--- src/rtl/ex_stage_alu.sv ---
`default_nettype none
// ============================================================================
// Module   : ex_stage_alu
// Purpose  : Execute stage behind the ID/EX register. Produces a registered ALU
//            result and forwards control bits and destination index to EX/MEM.
// Config   : EX_MUL_EN enables the iterative shift-add multiplier on op 10.
// Revision : 1.0 - initial release
// ============================================================================
module ex_stage_alu #(
  parameter int DATA_W = 32,
  parameter int OPC_W  = 14,
  parameter int CTRL_W = 4,
  parameter int REG_W  = 5
) (
  input  logic              clk,
  input  logic              reset,
  input  logic              valid_in,
  input  logic              flush,
  input  logic [OPC_W-1:0]  opcode_in,
  input  logic [DATA_W-1:0] rgS1_data_in,
  input  logic [DATA_W-1:0] rgS2_data_in,
  input  logic [CTRL_W-1:0] control_in,
  input  logic [REG_W-1:0]  rgD_index_in,
  output logic              stall,
  output logic              valid_out,
  output logic [DATA_W-1:0] result_out,
  output logic [CTRL_W-1:0] control_out,
  output logic [REG_W-1:0]  rgD_index_out
);

  localparam int SH_W = (DATA_W > 1) ? $clog2(DATA_W) : 1;

  localparam logic [3:0] c_op_add  = 4'd0;
  localparam logic [3:0] c_op_sub  = 4'd1;
  localparam logic [3:0] c_op_and  = 4'd2;
  localparam logic [3:0] c_op_or   = 4'd3;
  localparam logic [3:0] c_op_xor  = 4'd4;
  localparam logic [3:0] c_op_sll  = 4'd5;
  localparam logic [3:0] c_op_srl  = 4'd6;
  localparam logic [3:0] c_op_sra  = 4'd7;
  localparam logic [3:0] c_op_slt  = 4'd8;
  localparam logic [3:0] c_op_sltu = 4'd9;
  localparam logic [3:0] c_op_mul  = 4'd10;

  logic [3:0]        w_op;
  logic [SH_W-1:0]   w_shamt;
  logic [DATA_W-1:0] w_alu_result;
  logic              w_accept_alu;
  logic              w_mul_done;
  logic [DATA_W-1:0] w_mul_result;
  logic [CTRL_W-1:0] w_mul_ctrl;
  logic [REG_W-1:0]  w_mul_idx;
  logic              w_unused_opc;

  assign w_op         = opcode_in[3:0];
  assign w_shamt      = rgS2_data_in[SH_W-1:0];
  assign w_unused_opc = ^opcode_in[OPC_W-1:4];

  // Single-cycle datapath; op 10 yields 0 here because the multiplier
  // (when built) bypasses this mux entirely.
  always_comb begin
    w_alu_result = '0;
    case (w_op)
      c_op_add:  w_alu_result = rgS1_data_in + rgS2_data_in;
      c_op_sub:  w_alu_result = rgS1_data_in - rgS2_data_in;
      c_op_and:  w_alu_result = rgS1_data_in & rgS2_data_in;
      c_op_or:   w_alu_result = rgS1_data_in | rgS2_data_in;
      c_op_xor:  w_alu_result = rgS1_data_in ^ rgS2_data_in;
      c_op_sll:  w_alu_result = rgS1_data_in << w_shamt;
      c_op_srl:  w_alu_result = rgS1_data_in >> w_shamt;
      c_op_sra:  w_alu_result = $signed(rgS1_data_in) >>> w_shamt;
      c_op_slt:  w_alu_result = {{(DATA_W-1){1'b0}},
                                 ($signed(rgS1_data_in) < $signed(rgS2_data_in))};
      c_op_sltu: w_alu_result = {{(DATA_W-1){1'b0}}, (rgS1_data_in < rgS2_data_in)};
      c_op_mul:  w_alu_result = '0;
      default:   w_alu_result = rgS2_data_in;
    endcase
  end

`ifdef EX_MUL_EN
  localparam int               CNT_W    = SH_W;
  localparam logic [CNT_W-1:0] CNT_LAST = CNT_W'(DATA_W - 1);

  localparam logic [0:0] c_st_idle = 1'b0;
  localparam logic [0:0] c_st_mul  = 1'b1;

  logic [0:0]        state_q,    state_d;
  logic [CNT_W-1:0]  count_q,    count_d;
  logic [DATA_W-1:0] acc_q,      acc_d;
  logic [DATA_W-1:0] a_sh_q,     a_sh_d;
  logic [DATA_W-1:0] b_sh_q,     b_sh_d;
  logic [CTRL_W-1:0] mul_ctrl_q, mul_ctrl_d;
  logic [REG_W-1:0]  mul_idx_q,  mul_idx_d;
  logic              w_is_mul;
  logic              w_stall;
  logic [DATA_W-1:0] w_acc_next;

  assign w_is_mul   = (w_op == c_op_mul);
  assign w_acc_next = acc_q + (b_sh_q[0] ? a_sh_q : '0);

  always_ff @(posedge clk or posedge reset) begin
    if (reset) begin
      state_q    <= c_st_idle;
      count_q    <= '0;
      acc_q      <= '0;
      a_sh_q     <= '0;
      b_sh_q     <= '0;
      mul_ctrl_q <= '0;
      mul_idx_q  <= '0;
    end else begin
      state_q    <= state_d;
      count_q    <= count_d;
      acc_q      <= acc_d;
      a_sh_q     <= a_sh_d;
      b_sh_q     <= b_sh_d;
      mul_ctrl_q <= mul_ctrl_d;
      mul_idx_q  <= mul_idx_d;
    end
  end

  always_comb begin
    state_d    = state_q;
    count_d    = count_q;
    acc_d      = acc_q;
    a_sh_d     = a_sh_q;
    b_sh_d     = b_sh_q;
    mul_ctrl_d = mul_ctrl_q;
    mul_idx_d  = mul_idx_q;
    case (state_q)
      c_st_idle: begin
        if (valid_in && w_is_mul && !flush) begin
          state_d    = c_st_mul;
          count_d    = '0;
          acc_d      = '0;
          a_sh_d     = rgS1_data_in;
          b_sh_d     = rgS2_data_in;
          mul_ctrl_d = control_in;
          mul_idx_d  = rgD_index_in;
        end
      end
      c_st_mul: begin
        if (flush) begin
          state_d = c_st_idle;
          count_d = '0;
        end else begin
          acc_d  = w_acc_next;
          a_sh_d = a_sh_q << 1;
          b_sh_d = b_sh_q >> 1;
          if (count_q == CNT_LAST) begin
            state_d = c_st_idle;
            count_d = '0;
          end else begin
            count_d = count_q + CNT_W'(1);
          end
        end
      end
      default: begin
        state_d = c_st_idle;
        count_d = '0;
      end
    endcase
  end

  // Stall is released in the final iteration so ID/EX advances on the
  // same edge that captures the product.
  always_comb begin
    w_stall      = 1'b0;
    w_mul_done   = 1'b0;
    w_accept_alu = 1'b0;
    case (state_q)
      c_st_idle: begin
        w_stall      = valid_in && w_is_mul && !flush;
        w_accept_alu = valid_in && !w_is_mul && !flush;
      end
      c_st_mul: begin
        w_stall    = !flush && (count_q != CNT_LAST);
        w_mul_done = !flush && (count_q == CNT_LAST);
      end
      default: begin
        w_stall = 1'b0;
      end
    endcase
  end

  assign stall        = w_stall && !reset;
  assign w_mul_result = w_acc_next;
  assign w_mul_ctrl   = mul_ctrl_q;
  assign w_mul_idx    = mul_idx_q;
`else
  assign stall        = 1'b0;
  assign w_accept_alu = valid_in && !flush;
  assign w_mul_done   = 1'b0;
  assign w_mul_result = '0;
  assign w_mul_ctrl   = '0;
  assign w_mul_idx    = '0;
`endif

  logic              valid_q,   valid_d;
  logic [DATA_W-1:0] result_q,  result_d;
  logic [CTRL_W-1:0] control_q, control_d;
  logic [REG_W-1:0]  rgd_idx_q, rgd_idx_d;

  always_comb begin
    valid_d   = 1'b0;
    result_d  = result_q;
    control_d = control_q;
    rgd_idx_d = rgd_idx_q;
    if (w_mul_done) begin
      valid_d   = 1'b1;
      result_d  = w_mul_result;
      control_d = w_mul_ctrl;
      rgd_idx_d = w_mul_idx;
    end else if (w_accept_alu) begin
      valid_d   = 1'b1;
      result_d  = w_alu_result;
      control_d = control_in;
      rgd_idx_d = rgD_index_in;
    end
  end

  always_ff @(posedge clk or posedge reset) begin
    if (reset) begin
      valid_q   <= 1'b0;
      result_q  <= '0;
      control_q <= '0;
      rgd_idx_q <= '0;
    end else begin
      valid_q   <= valid_d;
      result_q  <= result_d;
      control_q <= control_d;
      rgd_idx_q <= rgd_idx_d;
    end
  end

  assign valid_out     = valid_q;
  assign result_out    = result_q;
  assign control_out   = control_q;
  assign rgD_index_out = rgd_idx_q;

endmodule
`default_nettype wire

--- config.mk ---
export PLATFORM = sky130hd
export DESIGN_NAME = ex_stage_alu
export DESIGN_NICKNAME = d
export VERILOG_FILES = /design/src/rtl/ex_stage_alu.sv
export SDC_FILE = /design/constraint.sdc
export NUM_CORES = 1
export LEC_CHECK = 0
export CAP_MARGIN = 5
export CELL_PAD_IN_SITES_DETAIL_PLACEMENT = 1
export CELL_PAD_IN_SITES_GLOBAL_PLACEMENT = 2
export CORE_MARGIN = 3
export CORE_UTILIZATION = 33
export CTS_CLUSTER_SIZE = 16
export DETAILED_ROUTE_END_ITERATION = 12
export GPL_TIMING_DRIVEN = 0
export PLACE_DENSITY = 0.93
export SYNTH_ARGS = -nofsm -noshare
export SYNTH_HDL_FRONTEND = slang
export SYNTH_SLANG_ARGS = --single-unit
--- constraint.sdc ---
create_clock -name clk -period 1.8 [get_ports clk]
set_clock_uncertainty 0.05 [all_clocks]
set_input_delay 0.36 -clock clk [delete_from_list [all_inputs] [get_ports clk]]
set_output_delay 0.36 -clock clk [all_outputs]
set_load 0.03 [all_outputs]
==> impl_metrics.env <==
export IMPL_status="finished, violations left"
export IMPL_violations="negative setup slack"
export IMPL_synthesis_area_sq_um=10800
export IMPL_drv_cap=0
export IMPL_startpoint_type="input port"
export IMPL_hold_path_class="in -> async"
export IMPL_ys_types=86
export IMPL_yosysSeqAreaShare_pct=9.72
export IMPL_synth_seq_cells=42
export IMPL_clock_path_buffers=2
export IMPL_gp_congestion=1.04
export IMPL_vias=14700
export IMPL_wl_um=70300
export IMPL_hold_viol=0
export IMPL_port_buffers=120
export IMPL_min_period_over_period_pct=170
export IMPL_grt_pass1_wl_um=102000
export IMPL_design_core_area_sq_um=32000
export IMPL_multiInputGateArea_sq_um=10800
export IMPL_final_cells=2179
export IMPL_dieHeight_um=187
export IMPL_critPathKind="in -> reg"
export IMPL_pin_count=134
export IMPL_tns_ps=-33410
export IMPL_synth_main_ff_cell="dfrtp_1"
export IMPL_overflow=0
export IMPL_seqCellArea_sq_um=1050
export IMPL_end_kind="register"
export IMPL_clock_fmax_mhz=327
export IMPL_final_cell_mix="147 x nand2_1, 135 x nor2_1, 99 x buf_4, 90 x o21ai_0, 82 x inv_1"
export IMPL_cts_max_level=2
export IMPL_max_slew_worst_pin_slew_ps=1040
export IMPL_critPathArrivalTime_ps=3200
export IMPL_cts_root_buffer="clkbuf_16"
export IMPL_nets=1938
export IMPL_yosysWarnings=0
export IMPL_ir_drop_uv=377
export IMPL_dr_pass1_iters=5
export IMPL_period_needed_ps=3060
export IMPL_syn_inst=1511
export IMPL_grt_usage_pct=38.4
export IMPL_leakagePower_uw=0.00648
export IMPL_antenna_found_initial=1
export IMPL_ant_nets=0
export IMPL_synth_fp_nets=1706
export IMPL_finalSetupViolations=32
export IMPL_dp_cells=2068
export IMPL_worst_skew_pair_late_latency_ps=320
export IMPL_layout_commonest_cell="nand2_1"
export IMPL_cts_tree="done"
export IMPL_initial_core_util_pct=33.8
export IMPL_clk_pin_slew_worst_paths_ps=80
export IMPL_rsz0062_at_grt="yes"
export IMPL_cts_sinks=42
export IMPL_slew_violations=0
export IMPL_wl_per_cell_um=32.3
export IMPL_rows=65
export IMPL_grt_max_degree=32
export IMPL_fillers=3773
export IMPL_die_width_um=187
export IMPL_dp_hpwl_um=51500
export IMPL_routed_via_density=6.74
export IMPL_crit_path_max_fanout=3
export IMPL_synth_edff_count=0
export IMPL_synthToLayoutAreaGrowth_pct=50.9
export IMPL_num_antenna_cells=0
export IMPL_slew_headroom_pct=30.4
export IMPL_grt_pass1_vias=15000
export IMPL_die_area_sq_um=35000
export IMPL_drc=0
export IMPL_syn_area_per_cell_sq_um=7.16
export IMPL_async_reset_ff_share_pct=100
export IMPL_final_layout_size_suffix_gt1_share_pct=35.6
export IMPL_power_density_nw_per_um2=483
export IMPL_drtIter0Drc=1779
export IMPL_cp_required_ps=1940
export IMPL_cts_hold_fix_buffers=0
export IMPL_cts_buffers=5
export IMPL_pre_cts_ws_ps=-3110
export IMPL_setup_ws_ps=-1260
==> layer usage <==
layer	GRT usage [%]	wire length, um	up-vias
li1	-	-	6072
met1	50.0	27600	7249
met2	60.1	30300	1085
met3	8.75	7900	286
met4	18.5	4520	0
met5	0	0	-
==> power by group <==
part | switching, uW | internal [uW]
clock | 512 | 518
combinational | 3420 | 2240
sequential | 101 | 1100
==> worst paths after layout <==
| check | slack, ps | endpoint | start | depth (start not counted) |
|---|---|---|---|---|
| min in group clk | 420 | rgD_index_out[3] | rgD_index_out[3] | 2 |
| max | -1260 | result_out[20] | rgS2_data_in[2] | 13 |
| max in group asynchronous | 840 | result_out[3] | reset | 3 |
| min reg2reg | 420 | rgD_index_out[3] | rgD_index_out[3] | 2 |
| max reg2reg | 720 | result_out[29] | result_out[29] | 3 |
| min | 320 | result_out[29] | reset | 2 |
==> Yosys cell counts (all sizes together) (6+ instances only) <==
cell type,n,area (sq um)
nand2,155,582
nor2,155,582
o21ai,133,666
a21oi,111,556
ha,102,1280
inv,99,372
clkbuf,83,313
mux2i,52,533
nor3,46,230
buf,42,225
dfrtp,42,1050
mux4,42,950
a211oi,29,223
o211ai,29,218
a31oi,21,131
or3,21,131
mux2,20,225
nor2b,19,119
xnor2,19,166
a22oi,18,135
nand3,16,80.1
nor4,16,100
o31ai,16,134
a2111oi,14,123
and2,13,81.3
nand4,13,81.3
o22ai,13,81.3
a21o,11,82.6
o21bai,11,82.6
a221o,10,100
nand2b,10,62.6
o221ai,10,87.6
and3,9,56.3
o2111ai,9,78.8
a221oi,8,70.1
a32oi,6,52.6
==> what timing repair did <==
item / in CTS / in global routing
resized for setup: 656 / 134
setup endpoints to repair: 46 / 39
setup buffers: 99 / 27
pin swaps: 130 / 69
hold endpoints to repair: 0 / 0
cloned: 1 / 0
==> critical path, cell delays in order <==
cell	delay [ps]
buf_8	80
buf_12	120
buf_8	140
buf_12	120
mux2_2	370
mux4_2	560
a32oi_1	240
o31ai_1	110
or4_4	540
a211oi_2	280
mux2i_2	120
nand2_1	100
a21oi_2	50
==> state kept, by name (all words and copies together), names as in the netlist <==
register and flops:
control_out 4, rgD_index_out 5, result_out 32, valid_out 1
==> area by class of cell <==
| cell class | instances | share of cell area (%) |
|---|---|---|
| timing repair buffer | 240 | 13.9 |
| clock inverter | 3 | 0.130 |
| buffer | 110 | 6.91 |
| clock buffer | 5 | 0.767 |
| sequential | 42 | 6.44 |
| inverter | 102 | 2.61 |
| multi-input combinational | 1242 | 65.9 |
| tap | 435 | 3.34 |
==> stage by stage <==
stage | utilization (%) | area [sq um] | hold slack (ps) | power, uW
global placement | 40.3 | 12900 | 408 | 5420
CTS | 49.4 | 15800 | 335 | 7430
finish | 51.0 | 16300 | 317 | 7890
detailed placement | 40.4 | 12900 | 413 | 5490
global route | 51.0 | 16300 | 360 | 8140
floorplan | - | 11100 | 415 | 3760
==> logic make-up (layout without fill, tap and decap cells) <==
logic type	Yosys count	in the layout	share of synthesized area, %
compound gates	510	510	31.2
simple gates	492	492	20.9
buf+inv	227	460	8.51
mux	114	114	15.8
fa+ha+maj	104	104	12.2
flops	42	42	9.72
xor+xnor	21	21	1.70
other cells	1	1	0.0347
(Power assumes the default switching activity.)
